$ cat src/rtl/snn_pkg.sv
// rtl/snn_pkg.sv - shared state encoding and saturating arithmetic for the LIF layer
// Purpose: FSM state type and a width-parametrised saturating signed add.
// Ports: none (package).
package snn_pkg;

  typedef enum logic [1:0] {
    IDLE  = 2'd0,
    ACCUM = 2'd1,
    FIRE  = 2'd2,
    DONE  = 2'd3
  } state_t;

  // Widest membrane the helper supports; callers sign-extend into this.
  localparam int SAT_MAXW = 32;

  // Adds two sign-extended operands and clamps the result to the signed
  // range of 'width' bits. One guard bit keeps the raw sum exact.
  function automatic logic signed [SAT_MAXW-1:0] sat_add(
    input logic signed [SAT_MAXW-1:0] a,
    input logic signed [SAT_MAXW-1:0] b,
    input int                         width
  );
    logic signed [SAT_MAXW:0] sum;
    logic signed [SAT_MAXW:0] hi;
    logic signed [SAT_MAXW:0] lo;
    sum = $signed({a[SAT_MAXW-1], a}) + $signed({b[SAT_MAXW-1], b});
    hi  = ((SAT_MAXW+1)'(1) <<< (width - 1)) - (SAT_MAXW+1)'(1);
    lo  = -((SAT_MAXW+1)'(1) <<< (width - 1));
    if (sum > hi)      return hi[SAT_MAXW-1:0];
    else if (sum < lo) return lo[SAT_MAXW-1:0];
    return sum[SAT_MAXW-1:0];
  endfunction

endpackage

$ cat src/rtl/snn_lif_neuron.sv
// rtl/snn_lif_neuron.sv - one leaky integrate-and-fire neuron
// Purpose: membrane potential, refractory counter, accumulate/leak/fire.
// Ports: clk, reset (sync, active-high), clear (zero state), acc_en (add
//        weight this cycle), weight (signed WW), fire_en (one fire step),
//        spike (result of the last fire step).
module snn_lif_neuron
  import snn_pkg::*;
#(
  parameter int WW         = 8,
  parameter int VW         = 16,
  parameter int THRESH     = 64,
  parameter int LEAK_SHIFT = 3,
  parameter int REFRAC     = 2
) (
  input  logic          clk,
  input  logic          reset,
  input  logic          clear,
  input  logic          acc_en,
  input  logic [WW-1:0] weight,
  input  logic          fire_en,
  output logic          spike
);

  localparam int RW = (REFRAC > 0) ? $clog2(REFRAC + 1) : 1;
  localparam logic signed [VW-1:0] TH_V     = VW'(THRESH);
  localparam logic [RW-1:0]        REFRAC_V = RW'(REFRAC);

  logic signed [VW-1:0] v;
  logic signed [VW-1:0] v_acc;
  logic signed [VW-1:0] v_leak;
  logic [RW-1:0]        refrac;

  always_comb begin
    v_acc = VW'(sat_add(SAT_MAXW'(v), SAT_MAXW'($signed(weight)), VW));
    // A zero shift would subtract v from itself, so leak is bypassed.
    if (LEAK_SHIFT == 0) v_leak = v;
    else                 v_leak = v - (v >>> LEAK_SHIFT);
  end

  always_ff @(posedge clk) begin
    if (reset || clear) begin
      v      <= '0;
      refrac <= '0;
      spike  <= 1'b0;
    end else if (acc_en) begin
      // Refractory neurons ignore input entirely.
      if (refrac == '0) v <= v_acc;
    end else if (fire_en) begin
      if (refrac != '0) begin
        refrac <= refrac - RW'(1);
        spike  <= 1'b0;
      end else if (v_leak >= TH_V) begin
        spike  <= 1'b1;
        v      <= '0;
        refrac <= REFRAC_V;
      end else begin
        spike  <= 1'b0;
        v      <= v_leak;
      end
    end
  end

endmodule

$ cat src/rtl/snn_lif_layer.sv
// rtl/snn_lif_layer.sv - timestep sequencer for a layer of LIF neurons
// Purpose: FSM walking the weight rows of latched input spikes, then one
//          fire step, then publishing the spike vector with a done pulse.
// Ports: clk, reset (sync, active-high), start_en, clear_state, in_spikes,
//        w_addr/w_data (external weight memory, 1-cycle read latency),
//        busy, done, out_spikes.
module snn_lif_layer
  import snn_pkg::*;
#(
  parameter int N_IN       = 16,
  parameter int N_OUT      = 8,
  parameter int WW         = 8,
  parameter int VW         = 16,
  parameter int THRESH     = 64,
  parameter int LEAK_SHIFT = 3,
  parameter int REFRAC     = 2
) (
  input  logic                      clk,
  input  logic                      reset,
  input  logic                      start_en,
  input  logic                      clear_state,
  input  logic [N_IN-1:0]           in_spikes,
  output logic [$clog2(N_IN)-1:0]   w_addr,
  input  logic [N_OUT*WW-1:0]       w_data,
  output logic                      busy,
  output logic                      done,
  output logic [N_OUT-1:0]          out_spikes
);

  localparam int AW = $clog2(N_IN);
  localparam int IW = $clog2(N_IN + 1);
  localparam logic [IW-1:0] LAST_IDX = IW'(N_IN);

  state_t            state;
  logic [IW-1:0]     index;
  logic [N_IN-1:0]   spk_sh;
  logic [N_OUT-1:0]  fire_spk;
  logic              acc_en;
  logic              fire_en;
  logic              clear;

  // Weight data lags its address by one cycle, so the row seen at index k
  // belongs to input k-1; spk_sh[0] is kept aligned with that row.
  assign acc_en  = (state == ACCUM) && (index != '0) && spk_sh[0];
  assign fire_en = (state == FIRE);
  assign clear   = (state == IDLE) && clear_state;
  assign busy    = (state != IDLE);
  assign w_addr  = ((state == ACCUM) && (index != LAST_IDX)) ? index[AW-1:0] : '0;

  always_ff @(posedge clk) begin
    if (reset) begin
      state      <= IDLE;
      index      <= '0;
      spk_sh     <= '0;
      done       <= 1'b0;
      out_spikes <= '0;
    end else begin
      done <= 1'b0;
      case (state)
        IDLE: begin
          if (start_en && !clear_state) begin
            spk_sh <= in_spikes;
            index  <= '0;
            state  <= ACCUM;
          end
        end
        ACCUM: begin
          if (index != '0) spk_sh <= spk_sh >> 1;
          if (index == LAST_IDX) state <= FIRE;
          else                   index <= index + IW'(1);
        end
        FIRE: begin
          index <= '0;
          state <= DONE;
        end
        DONE: begin
          done       <= 1'b1;
          out_spikes <= fire_spk;
          state      <= IDLE;
        end
        default: state <= IDLE;
      endcase
    end
  end

  for (genvar j = 0; j < N_OUT; j++) begin : g_neuron
    snn_lif_neuron #(
      .WW         (WW),
      .VW         (VW),
      .THRESH     (THRESH),
      .LEAK_SHIFT (LEAK_SHIFT),
      .REFRAC     (REFRAC)
    ) u_neuron (
      .clk     (clk),
      .reset   (reset),
      .clear   (clear),
      .acc_en  (acc_en),
      .weight  (w_data[j*WW +: WW]),
      .fire_en (fire_en),
      .spike   (fire_spk[j])
    );
  end

endmodule

$ cat config.mk
export PLATFORM = sky130hd
export DESIGN_NAME = snn_lif_layer
export DESIGN_NICKNAME = d
export VERILOG_FILES = /design/src/rtl/snn_pkg.sv /design/src/rtl/snn_lif_neuron.sv /design/src/rtl/snn_lif_layer.sv
export SDC_FILE = /design/constraint.sdc
export NUM_CORES = 1
export LEC_CHECK = 0
export ABC_AREA = 1
export BUFFER_PORTS_ARGS = -buffer_cell sky130_fd_sc_hd__buf_2
export CAP_MARGIN = 20
export CELL_PAD_IN_SITES_DETAIL_PLACEMENT = 0
export CELL_PAD_IN_SITES_GLOBAL_PLACEMENT = 1
export CORE_UTILIZATION = 35
export CTS_BUF_LIST = sky130_fd_sc_hd__clkbuf_8
export CTS_CLUSTER_DIAMETER = 30
export DETAILED_ROUTE_END_ITERATION = 16
export HOLD_SLACK_MARGIN = 0.06
export PLACE_DENSITY = 0.74
export RECOVER_POWER = 100
export SLEW_MARGIN = 20
export SYNTH_ARGS = -nofsm -noshare
export SYNTH_HDL_FRONTEND = slang
export SYNTH_SLANG_ARGS = --single-unit
$ cat constraint.sdc
create_clock -name clk -period 2.8 [get_ports clk]
set_clock_uncertainty 0.2 [all_clocks]
set_input_delay 0.28 -clock clk [delete_from_list [all_inputs] [get_ports clk]]
set_output_delay 0.28 -clock clk [all_outputs]
set_load 0.03 [all_outputs]
==> results of run 1 <==
cell usage after synthesis, types with 11 or more instances:
cell type    n  share of area
nand2_1    982           0.16
inv_1      497          0.082
a21oi_1    373          0.082
nor2_1     318          0.052
nand3_1    303          0.066
ha_1       271           0.15
o21ai_0    224          0.049
dfxtp_1    184           0.16
xor2_1      87          0.033
nand4_1     51          0.014
a31oi_1     42          0.012
xnor2_1     38          0.015
clkbuf_1    33         0.0054
nor3_1      33         0.0072
inv_2       30         0.0049
nand2_2     30         0.0082
o21bai_1    25         0.0082
buf_2       22         0.0048
o21ai_1     19         0.0042
nand3b_1    18         0.0059
a21oi_2     16         0.0061
fa_1        16          0.014
or2_2       15         0.0041
a21o_1      14         0.0046
nand3_2     12         0.0053
and2_1      11         0.0030
nor2_2      11         0.0030
sequential cells by signal, indices dropped and copies added, names as in the netlist:
| register | cells |
|---|---|
| spk_sh | 16 |
| g_neuron.u_neuron.v | 128 |
| g_neuron.u_neuron.spike | 8 |
| g_neuron.u_neuron.refrac | 16 |
| done | 1 |
| index | 5 |
| state | 2 |
| out_spikes | 8 |
critical path, cell delays in order, from the launching register on:
cell and delay [ns]:
dfxtp_1 0.44, inv_1 0.07, ha_1 0.37, a21oi_2 0.22
nor2_1 0.08, nor2_1 0.08, nand2_1 0.06, or2_1 0.20
nand2_1 0.11, nand3_1 0.10, nor2_2 0.15, nand2_4 0.12
nand2_8 0.11, buf_4 0.11, nand3_1 0.08, a21oi_1 0.15
area by class of cell:
type | instances | share of cell area
inverters | 530 | 0.0739
flip-flops and latches | 184 | 0.139
clock buffers | 17 | 0.00863
repair buffers | 302 | 0.0846
well taps | 855 | 0.0395
diodes | 1 | 0.0000923
multi-input cells | 2986 | 0.646
clock inverters | 15 | 0.00817
worst paths after layout:
path | from | endpoint | cells after the start
worst max register to register | g_neuron[4].u_neuron.v[7] | g_neuron[4].u_neuron.v[4] | 15
worst min register to register | spk_sh[3] | spk_sh[3] | 2
worst min-delay path | w_data[40] | g_neuron[5].u_neuron.v[0] | 8
worst max-delay path | g_neuron[4].u_neuron.v[7] | g_neuron[4].u_neuron.v[4] | 15
cell families after synthesis:
| kind of cell | count (synthesis) | synth area share |
|---|---|---|
| and+or+nand+nor | 1815 | 0.344 |
| AOI/OAI and AO/OA | 755 | 0.181 |
| buffers and inverters | 599 | 0.102 |
| adders and majority gates | 287 | 0.163 |
| DFF | 184 | 0.161 |
| xor gates and xnor gates | 127 | 0.0494 |
metrics by stage:
step	std cells	area (sq um)	setup WS, ns	hold slack (ns)	TNS (ns)
final	4890	27100	0.0880	0.112	0
after global routing	4890	27100	-0.0479	0.148	-0.278
after CTS	4856	26100	0.00310	0.0611	0
after detailed placement	4769	25100	-0.0206	0.246	-0.0476
after global placement	4769	25100	0.00194	0.236	0
after floorplan	3767	22800	0.300	0.225	0
layer usage:
metal | track usage | wire [microns]
met5 | 0 | 0
met4 | 0.0447 | 773
met3 | 0.0238 | 1540
met2 | 0.348 | 32000
met1 | 0.269 | 33300
repair_timing:
action                     CTS  global route
setup buffers                0            32
gates resized for setup      4           274
pin swaps                    2            63
hold endpoints to repair    40             0
hold buffers                54             0
setup endpoints to repair   18           150
gates cloned                 1             1
==> flow_summary.toml, run 1 <==
[placement]
portBuffers = 97
place.gp.congestion = 0.856
dpl.hpwl_microns = 53200

[routing]
vias_per_cell = 4.92
wl_microns = 67600
drtAntennaViolNets = 0
drtIter0Drc = 1123
drc = 0
num_vias = 24100
wl_per_cell_microns = 13.8
first_pass_iters = 5

[synth]
ys_ff_latch = 184
synth_edf_count = 0
async_flop_share = 0
syn-num-nets = 4138
synth_warnings = 0
ys.flop_type = "dfxtp_1"
synth_cells = 3767
yosysSeqAreaShare = 0.161
synthDistinctLibCells = 53
synth.cell_area_sq_mm = 0.0228
avgSynthCellArea_sq_um = 6.06

[timing]
slew_viol_final = 0
worst_pin_slew_ns = 0.560
grt_setup_unrepaired = "true"
maxSlewHeadroom = 0.626
finalHoldViolCount = 0
layout_min_cycle_time_ns = 2.71
finalSetupViolations = 0
fmax_mhz = 369
fin_crit_sh = 0.969

[floorplan]
start_util = 0.354
die_h_microns = 257
coreArea_sq_mm = 0.0645
io_pins = 98
die_width_microns = 257
dieArea_sq_mm = 0.0662
rows = 93

[layout]
regArea_sq_mm = 0.00377
multi_input_area_sq_mm = 0.0175
layout_common_cells = "nand2_1 (945), inv_1 (490), a21oi_1 (348), nor2_1 (297), nand3_1 (284)"
fillers = 7028
syn_to_final_growth_pct = 18.8
finalNetCount = 4392
drive_gt1_frac = 0.159
fin_util = 0.421
final_common_cell = "nand2_1"

[setup_path]
cp-start-kind = "flop"
end_kind = "flop"
cp_max_fo = 7
critPathRequiredTime_ns = 3.12
critPathArrivalTime_ns = 3.03
critical_path_class = "reg -> reg"
r2r_slack_ns = 0.09

[global_route]
globalRouteOverflowTotal = 0
antenna_found_initial = 1
grt_pass1_wl_microns = 112000
grt_max_degree = 128
grt_pass1_vias = 22800
track_usage = 0.203

[clocking]
htree_levels = 4
root_buffer = "clkbuf_8"
clkSinkCount = 184
clk_latency_ns = 0.59
cts_inserted_buffers = 17
cts_tree = "yes"
cts_buffer_depth = 2
clkTransAtPathRegs_ns = 0.10

[min_path]
hp-class = "in -> reg"

[outcome]
status = "complete, no violations"

[job]
maxCapViolations = 0
Power of run 1 is not shown: default switching activity piles up to over one toggle a cycle in this logic, so the estimate is an artifact.
==> inputs of run 2 (changes only) <==
==> constraint.sdc (replaced) <==
create_clock -name clk -period 2.8 [get_ports clk]
set_clock_uncertainty 0.2 [all_clocks]
set_input_delay 0.7 -clock clk [delete_from_list [all_inputs] [get_ports clk]]
set_output_delay 0.7 -clock clk [all_outputs]
set_load 0.03 [all_outputs]
==> run 2 against run 1 <==
Setup slack improved by 0.0022 ns; cell area rose by 6.5%; via count is 3.5% higher; core utilization rose by 2.7 points; worst hold slack gained 0.10 ns; global-route usage is 0.43 points higher; clock-buffer cell count rose by 1; non-clock buffer count is 238 higher; register-to-register slack barely moved; critical path type unchanged.
==> flow_summary.toml, run 2 (synthesis gave the netlist of run 1 again) <==
[outcome]
status = "complete, no violations"

[layout]
largest_reg_flops = 128
final_common_cell = "nand2_1"
fin_util = 0.448
finalNetCount = 4630
layout_common_cells = "nand2_1 (946), inv_1 (486), buf_4 (421), a21oi_1 (336), nand3_1 (288)"
reg_top3 = "g_neuron.u_neuron.v x128, g_neuron.u_neuron.refrac x16, spk_sh x16"
syn_to_final_growth_pct = 26.5
drive_gt1_frac = 0.221
stdcell_count = 5128
largest-register = "g_neuron.u_neuron.v"

[setup_path]
critical_path.max_stage_delay_ns = 0.37
end_kind = "flop"
cp_max_fo = 12
cp-start-kind = "flop"
crit_top_cell = "nand3_1"
path_cells = "inv_1 -> ha_1 -> fa_2 -> inv_1 -> buf_4 -> nand2_1 -> nand3_1 -> nand2_1 -> nand3_1 -> nand3_1 -> nor2_2 -> nand3_2 -> nand2_4 -> buf_12 -> nand3_2 -> a21oi_2"
r2r_slack_ns = 0.09
cp_slowest_cell = "dfxtp_1"
critPathRequiredTime_ns = 3.12
critical_path_class = "reg -> reg"
critPathArrivalTime_ns = 3.03

[clocking]
htree_levels = 4
cts_inserted_buffers = 17
cts_tree = "yes"
clkSinkCount = 184
cts_buffer_depth = 2
root_buffer = "clkbuf_8"
clk_latency_ns = 0.57
clkTransAtPathRegs_ns = 0.11
hold_buffers = 0

[routing]
wl_microns = 69000
vias_per_cell = 4.86
wl_per_cell_microns = 13.5
drc = 0
drtAntennaViolNets = 0
drtIter0Drc = 1245
num_vias = 24900
first_pass_iters = 5

[timing]
hold_slack_ns = 0.211
finalSetupViolations = 0
grt_setup_unrepaired = "true"
fin_crit_sh = 0.968
worst_pin_slew_ns = 0.621
maxSlewHeadroom = 0.585
finalHoldViolCount = 0
fmax_mhz = 369
finalWorstSetupSlack_ns = 0.0902
layout_min_cycle_time_ns = 2.71
slew_viol_final = 0

[floorplan]
rows = 93
dieArea_sq_mm = 0.0662
start_util = 0.354
io_pins = 98
coreArea_sq_mm = 0.0645
die_width_microns = 257
die_h_microns = 257

[global_route]
grt_pass1_wl_microns = 114000
grt_max_degree = 75
antenna_found_initial = 1
grt_pass1_vias = 23500
track_usage = 0.207
globalRouteOverflowTotal = 0

[placement]
portBuffers = 97
dp.cells = 5065
place_ws_ns = -0.504
dpl.hpwl_microns = 55400
place.gp.congestion = 0.862

[min_path]
hp-class = "in -> reg"

[job]
maxCapViolations = 0
==> run 2: final cells by class <==
class                      count  area, sq um
antenna                        1         2.50
clock buffer                  18          248
clock inverter                14          144
fill                        7028        35600
inverter                     530         2000
multi-input combinational   2986        17700
sequential                   184         3770
tap                          855         1070
timing repair buffer         540         3970
==> run 2: metrics by stage <==
stage	setup TNS, ns	area [sq um]
after global placement	-26.66	27300
after CTS	-0.00427	27900
after global routing	-1.62	28900
after floorplan	0	22800
final	0	28900
after detailed placement	-29.09	27300
==> run 2: worst paths after layout <==
kind                                  start                         to  depth (start not counted)
hold / removal                        reset                  spk_sh[2]                          2
hold reg to reg                   spk_sh[3]                  spk_sh[3]                          2
setup reg to reg  g_neuron[6].u_neuron.v[0]  g_neuron[6].u_neuron.v[2]                         16
setup / recovery  g_neuron[6].u_neuron.v[0]  g_neuron[6].u_neuron.v[2]                         16
==> run 2: what timing repair did <==
action,in CTS,in global routing
pin swaps,9,64
gates cloned,1,1
resized for setup,45,269
endpoints found under the setup margin,42,142
buffers inserted,7,21
==> run 2: metal layers <==
| metal | vias up | wire [microns] | global-route usage |
|---|---|---|---|
| met4 | 0 | 1050 | 0.0465 |
| met2 | 295 | 31500 | 0.345 |
| li1 | 13400 | - | - |
| met3 | 54 | 1720 | 0.0244 |
| met5 | - | 0 | 0 |
| met1 | 11100 | 34800 | 0.283 |
==> run 2: critical path: cells and delay by family (launching register included) <==
family	cells	cell delay (ns)
adders and majority gates	2	0.59
and+or+nand+nor	9	0.98
buffers and inverters	4	0.38
DFF	1	0.37
AOI/OAI and AO/OA	1	0.14
Power of run 2 is left out for the same reason.
